===== src/rtl/vga_stream_display_pkg.sv =====
// Shared types and default 640x480@60 timing for the VGA stream display.
// Holds the registered output bundle type and its reset value.
package vga_stream_display_pkg;

    localparam int H_ACTIVE_DEF = 640;
    localparam int H_FP_DEF     = 16;
    localparam int H_SYNC_DEF   = 96;
    localparam int H_BP_DEF     = 48;
    localparam int V_ACTIVE_DEF = 480;
    localparam int V_FP_DEF     = 10;
    localparam int V_SYNC_DEF   = 2;
    localparam int V_BP_DEF     = 33;

    // Both syncs are active low for this mode.
    localparam logic SYNC_POL = 1'b0;

    typedef struct packed {
        logic       hsync;
        logic       vsync;
        logic       de;
        logic       frame_start;
        logic [3:0] gray;
    } vga_out_t;

    localparam vga_out_t VGA_OUT_RST = '{
        hsync:       ~SYNC_POL,
        vsync:       ~SYNC_POL,
        de:          1'b0,
        frame_start: 1'b0,
        gray:        4'h0
    };

endpackage


===== src/rtl/vga_stream_display_if.sv =====
// Valid/ready pixel stream carrying 8-bit grayscale samples.
// master drives data_valid/data, slave drives data_ready.
interface vga_stream_display_if;

    logic       data_valid;
    logic [7:0] data;
    logic       data_ready;

    modport master (
        output data_valid,
        output data,
        input  data_ready
    );

    modport slave (
        input  data_valid,
        input  data,
        output data_ready
    );

endinterface


===== src/rtl/vga_stream_display_pixel_fifo.sv =====
// Synchronous pixel FIFO, power-of-2 depth, head read from storage.
// Ports: clk/rst, push/din, pop, head, count, ready (registered not-full).
module pixel_fifo #(
    parameter int WIDTH = 8,
    parameter int DEPTH = 16
) (
    input  logic                     clk,
    input  logic                     rst,
    input  logic                     push,
    input  logic [WIDTH-1:0]         din,
    input  logic                     pop,
    output logic [WIDTH-1:0]         head,
    output logic [$clog2(DEPTH):0]   count,
    output logic                     ready
);

    localparam int AW = $clog2(DEPTH);
    localparam int CW = AW + 1;

    logic [WIDTH-1:0] mem_q [DEPTH];
    logic [AW-1:0]    wr_ptr_q, wr_ptr_d;
    logic [AW-1:0]    rd_ptr_q, rd_ptr_d;
    logic [CW-1:0]    count_q, count_d;
    logic             ready_q, ready_d;

    always_comb begin
        wr_ptr_d = wr_ptr_q;
        rd_ptr_d = rd_ptr_q;
        if (push) wr_ptr_d = wr_ptr_q + AW'(1);
        if (pop)  rd_ptr_d = rd_ptr_q + AW'(1);
        count_d = count_q + CW'(push) - CW'(pop);
        // Ready follows the post-update count, so a pop at full
        // only reopens the input on the following cycle.
        ready_d = count_d < CW'(DEPTH);
    end

    always_ff @(posedge clk or posedge rst) begin
        if (rst) begin
            wr_ptr_q <= '0;
            rd_ptr_q <= '0;
            count_q  <= '0;
            ready_q  <= 1'b0;
        end else begin
            wr_ptr_q <= wr_ptr_d;
            rd_ptr_q <= rd_ptr_d;
            count_q  <= count_d;
            ready_q  <= ready_d;
        end
    end

    always_ff @(posedge clk) begin
        if (push) mem_q[wr_ptr_q] <= din;
    end

    assign head  = mem_q[rd_ptr_q];
    assign count = count_q;
    assign ready = ready_q;

endmodule


===== src/rtl/vga_stream_display.sv =====
// VGA timing generator that displays a buffered grayscale pixel stream.
// Ports: i_clk/i_rst, s_in (pixel stream slave), VGA sync/DE/RGB, frame_start, underflow.
module vga_stream_display
    import vga_stream_display_pkg::*;
#(
    parameter int         H_ACTIVE   = H_ACTIVE_DEF,
    parameter int         H_FP       = H_FP_DEF,
    parameter int         H_SYNC     = H_SYNC_DEF,
    parameter int         H_BP       = H_BP_DEF,
    parameter int         V_ACTIVE   = V_ACTIVE_DEF,
    parameter int         V_FP       = V_FP_DEF,
    parameter int         V_SYNC     = V_SYNC_DEF,
    parameter int         V_BP       = V_BP_DEF,
    parameter int         IMG_W      = 512,
    parameter int         IMG_H      = 512,
    parameter int         FIFO_DEPTH = 16,
    parameter logic [7:0] BORDER_VAL = 8'h00
) (
    input  logic                 i_clk,
    input  logic                 i_rst,
    vga_stream_display_if.slave  s_in,
    output logic                 o_hsync,
    output logic                 o_vsync,
    output logic                 o_de,
    output logic [3:0]           o_vga_r,
    output logic [3:0]           o_vga_g,
    output logic [3:0]           o_vga_b,
    output logic                 o_frame_start,
    output logic                 o_underflow
);

    localparam int H_TOTAL = H_ACTIVE + H_FP + H_SYNC + H_BP;
    localparam int V_TOTAL = V_ACTIVE + V_FP + V_SYNC + V_BP;
    localparam int HW      = $clog2(H_TOTAL);
    localparam int VW      = $clog2(V_TOTAL);
    // Image rows/cols beyond the visible area are never fetched.
    localparam int IMG_W_C = (IMG_W < H_ACTIVE) ? IMG_W : H_ACTIVE;
    localparam int IMG_H_C = (IMG_H < V_ACTIVE) ? IMG_H : V_ACTIVE;

    logic [HW-1:0] h_q, h_d;
    logic [VW-1:0] v_q, v_d;
    vga_out_t      out_q, out_d;
    logic          uf_q, uf_d;

    logic                        visible, in_img;
    logic                        hs_on, vs_on;
    logic                        push, pop, empty, fifo_ready;
    logic [7:0]                  head, pixel;
    logic [$clog2(FIFO_DEPTH):0] count;

    assign push  = s_in.data_valid && fifo_ready;
    assign empty = (count == '0);
    assign pop   = in_img && !empty;

    pixel_fifo #(
        .WIDTH (8),
        .DEPTH (FIFO_DEPTH)
    ) u_fifo (
        .clk   (i_clk),
        .rst   (i_rst),
        .push  (push),
        .din   (s_in.data),
        .pop   (pop),
        .head  (head),
        .count (count),
        .ready (fifo_ready)
    );

    always_comb begin
        h_d = h_q + HW'(1);
        v_d = v_q;
        if (h_q == HW'(H_TOTAL - 1)) begin
            h_d = '0;
            v_d = (v_q == VW'(V_TOTAL - 1)) ? '0 : v_q + VW'(1);
        end
    end

    always_comb begin
        visible = (h_q < HW'(H_ACTIVE)) && (v_q < VW'(V_ACTIVE));
        in_img  = visible && (h_q < HW'(IMG_W_C)) && (v_q < VW'(IMG_H_C));
        hs_on   = (h_q >= HW'(H_ACTIVE + H_FP)) &&
                  (h_q <  HW'(H_ACTIVE + H_FP + H_SYNC));
        vs_on   = (v_q >= VW'(V_ACTIVE + V_FP)) &&
                  (v_q <  VW'(V_ACTIVE + V_FP + V_SYNC));
        // A starved image slot shows the border and is not replayed.
        pixel   = pop ? head : BORDER_VAL;

        out_d             = VGA_OUT_RST;
        out_d.hsync       = hs_on ? SYNC_POL : ~SYNC_POL;
        out_d.vsync       = vs_on ? SYNC_POL : ~SYNC_POL;
        out_d.de          = visible;
        out_d.frame_start = (h_q == '0) && (v_q == '0);
        out_d.gray        = visible ? pixel[7:4] : 4'h0;

        uf_d = uf_q || (in_img && empty);
    end

    always_ff @(posedge i_clk or posedge i_rst) begin
        if (i_rst) begin
            h_q   <= '0;
            v_q   <= '0;
            out_q <= VGA_OUT_RST;
            uf_q  <= 1'b0;
        end else begin
            h_q   <= h_d;
            v_q   <= v_d;
            out_q <= out_d;
            uf_q  <= uf_d;
        end
    end

    assign s_in.data_ready = fifo_ready;
    assign o_hsync         = out_q.hsync;
    assign o_vsync         = out_q.vsync;
    assign o_de            = out_q.de;
    assign o_vga_r         = out_q.gray;
    assign o_vga_g         = out_q.gray;
    assign o_vga_b         = out_q.gray;
    assign o_frame_start   = out_q.frame_start;
    assign o_underflow     = uf_q;

endmodule

===== src/flat_wrapper.sv =====
// flat-port wrapper written by rule: the top's interface ports become plain ports
module vga_stream_display_flat import vga_stream_display_pkg::*;
#(
    parameter int         H_ACTIVE   = H_ACTIVE_DEF,
    parameter int         H_FP       = H_FP_DEF,
    parameter int         H_SYNC     = H_SYNC_DEF,
    parameter int         H_BP       = H_BP_DEF,
    parameter int         V_ACTIVE   = V_ACTIVE_DEF,
    parameter int         V_FP       = V_FP_DEF,
    parameter int         V_SYNC     = V_SYNC_DEF,
    parameter int         V_BP       = V_BP_DEF,
    parameter int         IMG_W      = 512,
    parameter int         IMG_H      = 512,
    parameter int         FIFO_DEPTH = 16,
    parameter logic [7:0] BORDER_VAL = 8'h00
)
  (i_clk, i_rst, o_hsync, o_vsync, o_de, o_vga_r, o_vga_g, o_vga_b, o_frame_start, o_underflow, s_in_data_valid, s_in_data, s_in_data_ready);
  vga_stream_display_if s_in_i ();
  input  logic i_clk;
  input  logic i_rst;
  output logic o_hsync;
  output logic o_vsync;
  output logic o_de;
  output logic [3:0] o_vga_r;
  output logic [3:0] o_vga_g;
  output logic [3:0] o_vga_b;
  output logic o_frame_start;
  output logic o_underflow;
  input wire logic [$bits(s_in_i.data_valid)-1:0] s_in_data_valid;
  input wire logic [$bits(s_in_i.data)-1:0] s_in_data;
  output wire logic [$bits(s_in_i.data_ready)-1:0] s_in_data_ready;
  assign s_in_i.data_valid = s_in_data_valid;
  assign s_in_i.data = s_in_data;
  assign s_in_data_ready = s_in_i.data_ready;
  vga_stream_display #(.H_ACTIVE(H_ACTIVE), .H_FP(H_FP), .H_SYNC(H_SYNC), .H_BP(H_BP), .V_ACTIVE(V_ACTIVE), .V_FP(V_FP), .V_SYNC(V_SYNC), .V_BP(V_BP), .IMG_W(IMG_W), .IMG_H(IMG_H), .FIFO_DEPTH(FIFO_DEPTH), .BORDER_VAL(BORDER_VAL)) u_core (.i_clk(i_clk), .i_rst(i_rst), .s_in(s_in_i), .o_hsync(o_hsync), .o_vsync(o_vsync), .o_de(o_de), .o_vga_r(o_vga_r), .o_vga_g(o_vga_g), .o_vga_b(o_vga_b), .o_frame_start(o_frame_start), .o_underflow(o_underflow));
endmodule

===== config.mk =====
export PLATFORM = sky130hd
export DESIGN_NAME = vga_stream_display_flat
export DESIGN_NICKNAME = d
export VERILOG_FILES = /design/src/rtl/vga_stream_display_pkg.sv /design/src/rtl/vga_stream_display_if.sv /design/src/rtl/vga_stream_display_pixel_fifo.sv /design/src/rtl/vga_stream_display.sv /design/src/flat_wrapper.sv
export SDC_FILE = /design/constraint.sdc
export NUM_CORES = 1
export LEC_CHECK = 0
export CORE_AREA = 2 2 110 139
export CTS_CLUSTER_DIAMETER = 120
export DETAILED_ROUTE_END_ITERATION = 8
export DIE_AREA = 0 0 112 141
export SYNTH_ARGS = -nofsm -noshare
export SYNTH_HDL_FRONTEND = slang
export SYNTH_SLANG_ARGS = --single-unit

===== constraint.sdc =====
create_clock -name i_clk -period 2.7 [get_ports i_clk]
set_clock_uncertainty 0.15 [all_clocks]
set_input_delay 0.54 -clock i_clk [delete_from_list [all_inputs] [get_ports i_clk]]
set_output_delay 0.54 -clock i_clk [all_outputs]
set_load 0.02 [all_outputs]

==> qor.csv, run 1 <==
metric,value,unit
largest family of logic cells by synthesized area,simple AND/OR/NAND/NOR gates,
Pleak,2.13,nW
Mapped Cells,311,
Core Region,14600,sq um
vias per std cell,4.80,
share of layout cells above drive strength 1,17.9,%
Max clock buf depth,2,
VDD IR max,0.000795,V
Power Dens Cells,931,nW/um^2
fmax,0.388,GHz
final setup fails,0,
mux share of post-synthesis cell area,9.83,%
most frequent CP cell,inv_2,
launching point of the worst reg2reg path,u_core.u_fifo.count[2],
CP Cell Sequence,"inv_2, ha_4, nor4b_4, nor4_4, ha_1, inv_1, ha_2, inv_2, fa_2, nand2b_4, a21oi_2, nor2_2, xor2_1",
synthesized area per cell,15.1,sq um
Worst R2R End,u_core.u_fifo.ready,
min Tclk post-route,2580,ps
library cells used by synthesis,46,
synthesized cell area,4710,sq um
Syn Nets,338,
CTS tree,yes,
Synth Area in Compound Gates,3.11,%
overall routing resource usage,11.0,%
R2R depth,13,
Sequential Power Share,41.7,%
CP Class,flip-flop to flip-flop,
Startpoint Class,flip-flop,
final instance area,5520,sq um
Synth async-reset ratio,40.2,%
DP Area,5190,sq um
adder-cell share of the synthesized area,4.41,%
final hold viol count,0,
Die Span Y,141,um
P&R area growth vs syn,17.2,%
period utilization,95.5,%
Worst setup EP type,flip-flop,
clk root buf,clkbuf_16,
Int Power,3.61,mW
DRT iter0 DRCs,181,
Clock Power Share,25.1,%
CP required,2770,ps
crit-path max FO,2,
gpl congestion,0.786,
Reg2Reg Setup Slack,120,ps
sw frac,29.8,%
Hold Crit Class,flip-flop to flip-flop,
Design Power,5.14,mW
Worst-Skew Late Latency,340,ps
Port Buf Inserts,24,
Logic pwr share,33.2,%
worst setup path end,u_core.u_fifo.ready,
num rows,50,
first-pass GRT wire length,13500,um
Critical path buffers and inverters,3,
HPWL after DPL,5740,um
I/O pin count,29,
Nets,373,
Slew @ Worst Pin,587,ps
final core occ,37.7,%
Filler cells,1391,
CP peak stage delay,390,ps
CP top delay family,adder cells,
Post-synth EDFFs,64,
hold_buf cts,0,
"slowest stage cell, crit path",dfrtp_1,
Yosys reg bits,107,
CP Depth,13,
Pins Over Slew Limit,0,
Worst Min Path Start,u_core.o_underflow,
Die ar.,15800,sq um
status,completed,
vias post-DR,2556,
vias in the first global route,2644,
post-synthesis simple-gate area fraction,11.2,%
maximum level of the CTS H-tree,3,
GRT overflow,0,
drt drc,0,
TritonRoute pass-1 iters,4,
worst relative slew slack,60.7,%
"Reg clk slew, reported paths",60,ps
clock sink count,107,
CP arrival,2650,ps
Die X,112,um
routed length per instance,15.3,um
largest net degree at the start of global routing,28,
antenna violations before repair,0,
diode count,0,
Min Hold Slack,352,ps
total routed wirelength,8150,um
sequential share of the synthesized area,63.7,%
Synth Warn #,0,
P_sw,1.53,mW
post-route ant nets,0,
"Primary FF master, synth",edfxtp_1,
Num CTS Buffers,9,
Post-Synth XOR/XNOR Area,3.91,%
Maximum Capacitance Violations,0,
Initial Util,32.2,%
CP Launch Point,u_core.u_fifo.count[2],
==> per-stage QoR <==
step / worst slack [ps] / std cells / setup TNS [ps]
floorplan: -35.7 / 311 / -51.3
global placement: -44.5 / 516 / -67.5
detailed placement: -71.6 / 516 / -129
CTS: 67.2 / 532 / 0
global route: -18.9 / 533 / -29.3
finish: 122 / 533 / 0
==> power by group through the flow <==
stage,combinational (mW),sequential [mW],clock [mW]
3_3_place_gp,1.64,2.16,0
6_report,1.70,2.14,1.29
3_5_place_dp,1.67,2.17,0
5_1_grt,1.87,2.17,1.40
2_1_floorplan,1.22,2.17,0
4_1_cts,1.69,2.15,1.32
==> synthesized netlist by cell type (2+ instances only) <==
| master | count | area share (%) |
|---|---|---|
| ha_1 | 15 | 4.0 |
| edfxtp_1 | 64 | 41 |
| and2_1 | 12 | 1.6 |
| nor2b_1 | 4 | 0.53 |
| buf_4 | 10 | 1.6 |
| nor2_1 | 7 | 0.56 |
| a21oi_1 | 2 | 0.21 |
| nor4b_1 | 2 | 0.37 |
| mux2i_1 | 8 | 1.7 |
| xnor2_1 | 13 | 2.4 |
| nor3b_1 | 3 | 0.48 |
| buf_2 | 3 | 0.32 |
| nand4_1 | 6 | 0.80 |
| buf_6 | 2 | 0.48 |
| mux4_2 | 16 | 7.7 |
| o22ai_1 | 4 | 0.53 |
| inv_1 | 16 | 1.3 |
| o31ai_1 | 2 | 0.32 |
| nand2b_1 | 2 | 0.27 |
| dfstp_2 | 2 | 1.1 |
| nand2_1 | 10 | 0.80 |
| xor2_1 | 8 | 1.5 |
| and3_1 | 11 | 1.5 |
| nor4_1 | 4 | 0.53 |
| a21o_1 | 5 | 0.80 |
| nand3_1 | 12 | 1.3 |
| o21ai_0 | 6 | 0.64 |
| dfrtp_1 | 41 | 22 |
| nor3_1 | 4 | 0.43 |
==> area by class of cell <==
type                            instances  area [sq um]  share of cell area, %
Clock inverter                          3          37.5                  0.680
Sequential cell                       107          3000                   54.4
Inverter                               16          60.1                   1.09
Clock buffer                           13           260                   4.71
Multi-Input combinational cell        171          1570                   28.4
Timing Repair Buffer                   41           368                   6.66
Tap cell                              182           228                   4.13
==> cell usage in the layout (no fill, tap or decap), types with 2 or more instances in the layout <==
| master | netlist | layout |
|---|---|---|
| o31ai_1 | 2 | 2 |
| mux4_2 | 16 | 16 |
| dfrtp_1 | 41 | 41 |
| nor4b_1 | 2 | 2 |
| clkdlybuf4s50_1 | 0 | 24 |
| nor2b_1 | 4 | 4 |
| clkbuf_16 | 0 | 9 |
| xnor2_1 | 13 | 13 |
| clkinv_1 | 0 | 2 |
| nor3_1 | 4 | 4 |
| xor2_1 | 8 | 8 |
| clkbuf_8 | 0 | 2 |
| ha_1 | 15 | 13 |
| o22ai_1 | 4 | 4 |
| mux2i_1 | 8 | 8 |
| and2_1 | 12 | 12 |
| nor4_1 | 4 | 4 |
| nand4_1 | 6 | 6 |
| nand3_1 | 12 | 12 |
| edfxtp_1 | 64 | 64 |
| dfstp_2 | 2 | 2 |
| inv_2 | 0 | 4 |
| a21o_1 | 5 | 5 |
| clkbuf_1 | 1 | 2 |
| buf_4 | 10 | 17 |
| nand2_1 | 10 | 10 |
| inv_1 | 16 | 12 |
| nor3b_1 | 3 | 3 |
| o21ai_0 | 6 | 6 |
| nor2_1 | 7 | 6 |
| and3_1 | 11 | 11 |
==> registers in the layout, indices dropped and copies added (netlist names), 4 cells and up <==
signal	count
u_core.h_q	10
u_core.o_vga_b	4
u_core.u_fifo.mem_q	64
u_core.u_fifo.count	5
u_core.u_fifo.rd_ptr_q	4
u_core.u_fifo.wr_ptr_q	4
u_core.v_q	10
==> metal layers <==
layer / vias to the layer above / share of wire [%] / GRT usage [%]
li1: 1213 / - / -
met1: 1286 / 42 / 12.9
met2: 47 / 52 / 19.0
met3: 10 / 3.5 / 2.67
met4: 0 / 2.5 / 5.20
met5: - / 0 / 0
==> kinds of logic (layout without fill, tap and decap cells) <==
logic type | count (synthesis) | after routing
adder cells (fa/ha/maj) | 16 | 16
flip-flops | 107 | 107
AND/OR/NAND/NOR | 85 | 85
XOR/XNOR | 21 | 21
multiplexers | 26 | 26
buffers and inverters | 33 | 73
AO/OA/AOI/OAI | 23 | 23
==> worst min-delay path by stage <==
stage                     cells after the start            endpoint
after global routing                          1  u_core.o_underflow
final                                         1  u_core.o_underflow
after global placement                        1       u_core.v_q[8]
after floorplan                               1      u_core.o_vsync
after detailed placement                      1       u_core.v_q[8]
after CTS                                     1       u_core.v_q[8]
==> what timing repair did <==
action	CTS	global route
resized for setup	1	6
setup buffers	0	1
endpoints found under the setup margin	2	2
Power figures use the tool's default switching activity.
==> run 2: changes to the inputs <==
--- a/config.mk
+++ b/config.mk
@@ -5,10 +5,11 @@
 export SDC_FILE = /design/constraint.sdc
 export NUM_CORES = 1
 export LEC_CHECK = 0
-export CORE_AREA = 2 2 110 139
+export CORE_AREA = 2 2 104 147
 export CTS_CLUSTER_DIAMETER = 120
 export DETAILED_ROUTE_END_ITERATION = 8
-export DIE_AREA = 0 0 112 141
+export DIE_AREA = 0 0 106 149
+export SLEW_MARGIN = 10
 export SYNTH_ARGS = -nofsm -noshare
 export SYNTH_HDL_FRONTEND = slang
 export SYNTH_SLANG_ARGS = --single-unit
==> constraint.sdc (replaced) <==
create_clock -name i_clk -period 2.91 [get_ports i_clk]
set_clock_uncertainty 0.15 [all_clocks]
set_input_delay 0.582 -clock i_clk [delete_from_list [all_inputs] [get_ports i_clk]]
set_output_delay 0.582 -clock i_clk [all_outputs]
set_load 0.02 [all_outputs]
==> run 2 against run 1 <==
Against the previous run: global-route usage grew 0.43 points; design area shrank 0.70%; non-clock buffer count decreased by 10; first-iteration DRC count fell by 41%; via count shrank 0.59%; power down 6.1%; routed wire length grew 1.6%; register-to-register slack improved by 110 ps; worst hold slack got worse by 5.8 ps; critical path type unchanged; highest routed layer unchanged.
==> qor.csv, run 2 (synthesized netlist as in run 1, its figures left out) <==
metric,value,unit
Port Buf Inserts,24,
"most common cell after layout, fill and taps aside",edfxtp_1,
Reg2Reg Setup Slack,230,ps
placed insts,517,
Worst setup EP type,flip-flop,
clock sink count,107,
diode count,0,
Core Region,14700,sq um
most frequent cells in the layout,"edfxtp_1 (64), dfrtp_1 (41), clkdlybuf4s50_1 (24)",
Nets,363,
drt drc,0,
vias per std cell,4.77,
Final Worst Setup Slack,230,ps
num rows,53,
CP arrival,2750,ps
Maximum Capacitance Violations,0,
final hold viol count,0,
Design Power,4.83,mW
Hold Path Cell Cnt,1,
GR Util met2,20.2,%
Die ar.,15800,sq um
Initial Util,32.1,%
Setup WS pre-CTS,-11.5,ps
launching point of the worst reg2reg path,u_core.u_fifo.count[3],
RSZ-0062 raised after global routing,false,
R2R depth,13,
Pleak,2.10,nW
Power Dens Cells,881,nW/um^2
share of layout cells above drive strength 1,13.8,%
Hold Crit Class,flip-flop to flip-flop,
period utilization,92.1,%
Pins Over Slew Limit,0,
largest net degree at the start of global routing,29,
Largest regs,"u_core.u_fifo.mem_q (64), u_core.h_q (10), u_core.v_q (10)",
GR Util met1,12.7,%
DRT iter0 DRCs,107,
Worst R2R End,u_core.u_fifo.ready,
routed length per instance,15.5,um
CTS tree,yes,
Worst Min Path Start,u_core.o_underflow,
setup repair bufs after CTS,0,
VDD IR max,0.000522,V
clk root buf,clkbuf_16,
Max clock buf depth,2,
CP Class,flip-flop to flip-flop,
Top reg by flops,u_core.u_fifo.mem_q,
Num CTS Buffers,9,
I/O pin count,29,
gpl congestion,0.804,
TritonRoute pass-1 iters,4,
Slew @ Worst Pin,753,ps
Startpoint Class,flip-flop,
final setup fails,0,
P&R area growth vs syn,16.4,%
GRT overflow,0,
worst relative slew slack,49.8,%
min Tclk post-route,2680,ps
antenna violations before repair,0,
total routed wirelength,8280,um
crit-path max FO,2,
met3 Use GR,2.80,%
Worst-Skew Late Latency,340,ps
final std cells w/o fill,533,
max reg flops,64,
vias in the first global route,2720,
global route hottest layer,met2,
CP required,2980,ps
Die Span Y,149,um
vias post-DR,2541,
overall routing resource usage,11.4,%
Die X,106,um
status,completed,
post-route ant nets,0,
HPWL after DPL,5860,um
first-pass GRT wire length,13700,um
maximum level of the CTS H-tree,3,
hold worst-path end,u_core.o_underflow,
fmax,0.373,GHz
"Reg clk slew, reported paths",70,ps
-- run 2: cell count changes in the layout (fill, tap and decap cells not counted), moves of 2 or more --
cell	previous run	this run
inv_2	4	1
clkbuf_1	2	0
ha_1	13	15
buf_4	17	6
bufinv_16	1	3
inv_1	12	15
clkbuf_8	2	0
-- run 2: layer usage --
metal | up-vias | wire [um]
li1 | 1200 | -
met1 | 1286 | 3390
met2 | 44 | 4410
met3 | 11 | 246
met4 | 0 | 230
met5 | - | 0
-- run 2: metrics by stage --
| step | hold WS [ps] | area, sq um | util, % | TNS, ps |
|---|---|---|---|---|
| finish | 346 | 5480 | 37.4 | 0 |
| global route | 366 | 5480 | 37.4 | 0 |
| CTS | 348 | 5470 | 37.3 | 0 |
| detailed placement | 319 | 5130 | 35.0 | -11.5 |
| global placement | 316 | 5130 | 35.0 | 0 |
| floorplan | 280 | 4710 | - | 0 |
-- run 2: area by class of cell --
class | instances | area (sq um)
Clock buffer | 9 | 225
Fill cell | 1362 | 9170
Clock inverter | 7 | 115
Timing Repair Buffer | 31 | 305
Inverter | 16 | 60.1
Tap cell | 192 | 240
Multi-Input combinational cell | 171 | 1540
Sequential cell | 107 | 3000
-- run 2: how the worst max path moves through the flow --
stage | from | endpoint | slack (ps) | cells after the start
3_5_place_dp | s_in_data_valid | u_core.u_fifo.ready | -10 | 11
4_1_cts | u_core.u_fifo.count[3] | u_core.u_fifo.ready | 130 | 13
3_3_place_gp | s_in_data_valid | u_core.u_fifo.ready | 40 | 11
5_1_grt | u_core.u_fifo.count[3] | u_core.u_fifo.ready | 10 | 13
2_1_floorplan | u_core.v_q[6] | u_core.u_fifo.ready | 140 | 12
6_report | u_core.u_fifo.count[3] | u_core.u_fifo.ready | 230 | 13
-- run 2: timing repair --
item | in CTS | in global routing
hold buffers | 0 | 0
gates resized for setup | 0 | 1
setup endpoints to repair | 0 | 2
-- run 2: worst max-delay path, stage by stage (launching register included) --
cell and delay [ps]:
dfrtp_1 390, inv_1 80, ha_1 150, nor4b_4 270, nor4_4 60, ha_1 280
inv_1 60, ha_1 160, inv_1 60, fa_1 370, nand2b_1 150, a21oi_1 150
nor2_1 90, xor2_1 140
-- run 2: report_power, final --
part / internal (mW) / switching, mW / leakage [nW]
Combinational: 0.749 / 0.670 / 0.829
Sequential: 1.82 / 0.220 / 1.11
Clock: 0.839 / 0.531 / 0.163
